<file path="src/rtl/cmp_delay_pipe.sv">
// cmp_delay_pipe: multi-lane gt/eq/lt/max comparator behind an elastic, fixed-latency valid/ready pipeline.
// Define CMP_DELAY_STATS_EN to add saturating output-handshake counters (stat_clr/stat_beats/stat_gt).
module cmp_delay_pipe #(
  parameter int unsigned WIDTH  = 8,
  parameter int unsigned LANES  = 2,
  parameter int unsigned LAT    = 3,
  parameter bit          SIGNED = 1'b0
) (
  input  logic                   clk,
  input  logic                   rst_n,
  input  logic                   in_valid,
  output logic                   in_ready,
  input  logic [LANES*WIDTH-1:0] in_a,
  input  logic [LANES*WIDTH-1:0] in_b,
  output logic                   out_valid,
  input  logic                   out_ready,
  output logic [LANES-1:0]       out_gt,
  output logic [LANES-1:0]       out_eq,
  output logic [LANES-1:0]       out_lt,
  output logic [LANES*WIDTH-1:0] out_max
`ifdef CMP_DELAY_STATS_EN
  ,
  input  logic                   stat_clr,
  output logic [15:0]            stat_beats,
  output logic [15:0]            stat_gt
`endif
);

  localparam int unsigned DW = LANES * WIDTH;
  localparam int unsigned RW = 3 * LANES + DW;

  logic [LAT-1:0]   r_v;
  logic [LAT-1:0]   w_adv;
  logic [DW-1:0]    r_a;
  logic [DW-1:0]    r_b;
  logic [LANES-1:0] w_gt;
  logic [LANES-1:0] w_eq;
  logic [LANES-1:0] w_lt;
  logic [DW-1:0]    w_max;
  logic [RW-1:0]    w_res;
  logic [RW-1:0]    w_last;

  // A stage may advance when it, or any stage downstream of it, is empty or the sink is ready.
  always_comb begin : adv_chain
    logic w_run;
    w_run = out_ready;
    w_adv = '0;
    for (int k = int'(LAT) - 1; k >= 0; k--) begin
      w_run    = w_run | ~r_v[k];
      w_adv[k] = w_run;
    end
  end

  always_ff @(posedge clk or negedge rst_n) begin
    if (!rst_n) begin
      r_v <= '0;
      r_a <= '0;
      r_b <= '0;
    end else begin
      if (w_adv[0]) r_v[0] <= in_valid;
      for (int k = 1; k < int'(LAT); k++) begin
        if (w_adv[k]) r_v[k] <= r_v[k-1];
      end
      if (w_adv[0] && in_valid) begin
        r_a <= in_a;
        r_b <= in_b;
      end
    end
  end

  // Per-lane compare on the stage-0 operands; max picks A on a tie.
  always_comb begin
    w_gt  = '0;
    w_eq  = '0;
    w_lt  = '0;
    w_max = '0;
    for (int l = 0; l < int'(LANES); l++) begin
      if (SIGNED) begin
        w_gt[l] = $signed(r_a[l*WIDTH +: WIDTH]) > $signed(r_b[l*WIDTH +: WIDTH]);
        w_lt[l] = $signed(r_a[l*WIDTH +: WIDTH]) < $signed(r_b[l*WIDTH +: WIDTH]);
      end else begin
        w_gt[l] = r_a[l*WIDTH +: WIDTH] > r_b[l*WIDTH +: WIDTH];
        w_lt[l] = r_a[l*WIDTH +: WIDTH] < r_b[l*WIDTH +: WIDTH];
      end
      w_eq[l] = r_a[l*WIDTH +: WIDTH] == r_b[l*WIDTH +: WIDTH];
      w_max[l*WIDTH +: WIDTH] = w_lt[l] ? r_b[l*WIDTH +: WIDTH] : r_a[l*WIDTH +: WIDTH];
    end
  end

  assign w_res = {w_gt, w_eq, w_lt, w_max};

  if (LAT == 1) begin : g_lat1
    assign w_last = w_res;
  end else begin : g_pipe
    // r_res[k-1] holds the result carried by stage k.
    logic [RW-1:0] r_res [LAT-1];

    always_ff @(posedge clk or negedge rst_n) begin
      if (!rst_n) begin
        for (int i = 0; i < int'(LAT) - 1; i++) r_res[i] <= '0;
      end else begin
        if (w_adv[1] && r_v[0]) r_res[0] <= w_res;
        for (int k = 2; k < int'(LAT); k++) begin
          if (w_adv[k] && r_v[k-1]) r_res[k-1] <= r_res[k-2];
        end
      end
    end

    assign w_last = r_res[LAT-2];
  end

  assign in_ready  = w_adv[0];
  assign out_valid = r_v[LAT-1];
  assign {out_gt, out_eq, out_lt, out_max} = r_v[LAT-1] ? w_last : '0;

`ifdef CMP_DELAY_STATS_EN
  logic        w_hs;
  logic [15:0] r_beats;
  logic [15:0] r_gtc;

  assign w_hs = out_valid & out_ready;

  // Saturating counters; a clear beats a coincident increment.
  always_ff @(posedge clk or negedge rst_n) begin
    if (!rst_n) begin
      r_beats <= '0;
      r_gtc   <= '0;
    end else if (stat_clr) begin
      r_beats <= '0;
      r_gtc   <= '0;
    end else if (w_hs) begin
      if (r_beats != 16'hFFFF) r_beats <= r_beats + 16'd1;
      if ((|out_gt) && (r_gtc != 16'hFFFF)) r_gtc <= r_gtc + 16'd1;
    end
  end

  assign stat_beats = r_beats;
  assign stat_gt    = r_gtc;
`endif

endmodule

</file>
<file path="config.mk">
export PLATFORM = sky130hd
export DESIGN_NAME = cmp_delay_pipe
export DESIGN_NICKNAME = d
export VERILOG_FILES = /design/src/rtl/cmp_delay_pipe.sv
export SDC_FILE = /design/constraint.sdc
export NUM_CORES = 1
export LEC_CHECK = 0
export ABC_AREA = 1
export CAP_MARGIN = 5
export CELL_PAD_IN_SITES_DETAIL_PLACEMENT = 0
export CELL_PAD_IN_SITES_GLOBAL_PLACEMENT = 1
export CORE_MARGIN = 2
export CORE_UTILIZATION = 35
export DETAILED_ROUTE_END_ITERATION = 6
export GPL_TIMING_DRIVEN = 0
export PLACE_DENSITY = 0.8
export SYNTH_ARGS = -nofsm -noshare
export SYNTH_HDL_FRONTEND = slang
export SYNTH_SLANG_ARGS = --single-unit
</file>
<file path="constraint.sdc">
create_clock -name clk -period 1.7 [get_ports clk]
set_clock_uncertainty 0.1 [all_clocks]
set_input_delay 0.255 -clock clk [delete_from_list [all_inputs] [get_ports clk]]
set_output_delay 0.255 -clock clk [all_outputs]
set_load 0.005 [all_outputs]
</file>
==> impl_metrics.tcl <==
set metrics [dict create \
    status "complete, no violations" \
    holdCritPathClass "in2async" \
    path_class "reg2out" \
    diodes 0 \
    max_stage_delay_ns 0.39 \
    arrival_ns 1.34 \
    synth_area_mm2 0.00383 \
    wire_per_inst_um 13.8 \
    io_buffers 59 \
    slew_headroom 0.760 \
    clock.fmax_mhz 590 \
    yosys-top-cells-area "dfrtp_1 52%, nand2_1 9.3%, inv_1 6.2%" \
    ys_seq_area_frac 0.516 \
    area_delta_synth_final_pct 39.5 \
    gp_congestion 0.807 \
    synth-simple-area-share 0.198 \
    die_h_um 109 \
    period_share 0.997 \
    synth_ff_type "dfrtp_1" \
    cp_top_family "buffers and inverters" \
    syn-num-nets 469 \
    ios 60 \
    first_pass_iters 4 \
    drt_wl_total_um 9080 \
    cp_max_fo 5 \
    rows 38 \
    synth-compound-area-share 0.0790 \
    p_leak_nw 2.70 \
    syn_avg_cell_area_um2 9.19 \
    yosys_warnings 0 \
    end_kind "output pin" \
    layout-drive-gt1-share 0.349 \
    dr.first_iter.drc_count 135 \
    path_cells "buf_6 > clkbuf_16 > buf_12 > nand2_2 > inv_1 > buf_2" \
    cts_tree "done" \
    fin_nets 565 \
    synthCells 417 \
    ys_ff_latch 79 \
    total_power_w 0.00762 \
    overflow 0 \
    clock-sinks 79 \
    slowest_stage "dfrtp_1" \
    synth_xor_xnor_area_share 0 \
    ant_nets 0 \
    die_w_um 109 \
    numCtsBuffers 9 \
    ctsRootBufferMaster "clkbuf_8" \
    async_reset_ff_frac 1.00 \
    synth_adder_area_share 0.0523 \
    layout_min_cycle_time_ns 1.70 \
    setup-violations-final 0 \
    synth_top_family_by_area "simple AND/OR/NAND/NOR gates" \
    drcViolationCount 0 \
    fill_cells 1028 \
    peakVddDrop_mv 0.571 \
    grt_max_degree 57 \
    grt_pass1_vias 2994 \
    power.density_mw_per_mm2 1430 \
    start_util 0.357 \
    viasPerCell 4.59 \
    crit_buf_inv 5 \
    finalHoldViolCount 0 \
    h-tree-depth 3 \
    fin_setup_tns_ns 0 \
    cts_buffer_depth 2 \
    fin_util 0.497 \
    hpwl_um 6210 \
    grt_pass1_wl_um 14400 \
    clk_pin_slew_worst_paths_ns 0.08 \
    vias 3018 \
    gr-usage-all-layers 0.159 \
    cp_data_required_time_ns 1.34 \
    synth_cell_types 24 \
    rsz0062_at_grt "true" \
    yosysTopAreaCell "dfrtp_1" \
    core_area_mm2 0.0107 \
    path_depth 6 \
    synth_edf_count 0 \
    clock_latency_ns 0.36 \
    cap_violations 0 \
    slew_viol_final 0 \
    tightest_slew_ns 0.360 \
    antenna_found_initial 0 \
    crit_path_start_kind "flop" \
    yosysTopAreaCellShare 0.516 \
    die_area_mm2 0.0118 \
    r2r_cells 8 \
    synthMuxAreaShare 0.0588 \
]
-- worst paths after layout --
check,from,end,slack [ns]
max in group asynchronous,rst_n,w_last[18],0.67
max,r_v[2],out_max[3],0.004
min in group clk,in_b[7],r_b[7],0.37
min reg2reg,g_pipe.r_res[25],g_pipe.r_res[25],0.38
min,rst_n,r_b[12],0.26
max reg2reg,r_a[15],g_pipe.r_res[35],0.03
-- metal layers --
metal	up-vias	global-route usage	share of wire
met3	10	0.0173	0.023
met1	1443	0.215	0.47
met5	-	0	0
met4	0	0.0797	0.018
met2	44	0.255	0.49
li1	1521	-	-
-- synthesized netlist by cell type (2+ instances only) --
master    number
nor2_4         2
o21ai_1        2
clkbuf_1       2
dfrtp_1       79
buf_2          3
a21oi_2       17
mux2_2        19
inv_1         63
nand2_1       95
a21oi_1       20
buf_6          8
nor2_1        36
nand3_1       34
buf_4          2
o21ai_0        4
nand2_2        7
ha_1          16
a21o_1         2
-- repair_timing --
item,4_1_cts,5_1_grt
gates cloned,2,3
pin swaps,3,14
resized for setup,99,79
setup endpoints to repair,42,56
hold buffers,1,0
setup buffers,15,4
hold endpoints to repair,23,0
-- where the power goes --
| group | leakage (nW) | switching, W | internal (W) | total, W |
|---|---|---|---|---|
| sequential | 0.919 | 0.000408 | 0.00251 | 0.00292 |
| clock | 0.110 | 0.000702 | 0.000868 | 0.00157 |
| combinational | 1.67 | 0.00154 | 0.00159 | 0.00313 |
-- metrics by stage --
step / cell area [µm²] / worst slack [ns] / hold slack [ns] / instances
6_report: 5350 / 0.00445 / 0.256 / 658
5_1_grt: 5350 / -0.0495 / 0.298 / 658
4_1_cts: 5060 / -0.111 / 0.250 / 651
3_3_place_gp: 4600 / -2.47 / 0.363 / 616
2_1_floorplan: 3830 / 0.157 / -0.141 / 417
3_5_place_dp: 4620 / -0.269 / 0.0901 / 617
-- cell usage in the layout (no fill, tap or decap), drive strengths merged, types with 6 or more instances in the layout --
cell,Yosys,layout
o21ai,6,6
nor2,38,40
a21oi,37,37
buf,13,46
ha,16,16
nand2,103,106
nand3,34,34
clkdlybuf4s50,0,35
dfrtp,79,79
clkbuf,2,22
inv,64,64
mux2,20,20
-- final cells by class --
cell class	count	area [µm²]	area share
buffer	15	180	0.0337
clock buffer	11	141	0.0265
timing repair buffer	80	746	0.140
sequential	79	1980	0.370
tap	140	175	0.0328
inverter	64	243	0.0454
multi-input combinational	264	1800	0.337
clock inverter	5	81.3	0.0152
-- flip-flops by register name (all words and copies together), names as in the netlist --
| signal | flops |
|---|---|
| g_pipe.r_res | 22 |
| r_v | 3 |
| r_b | 16 |
| r_a | 16 |
| w_last | 22 |
-- kinds of logic after synthesis --
group,after synthesis
fa+ha+maj,16
simple gates,177
buf+inv,79
compound gates,46
flops,79
mux,20
Power figures use the tool's default switching activity.
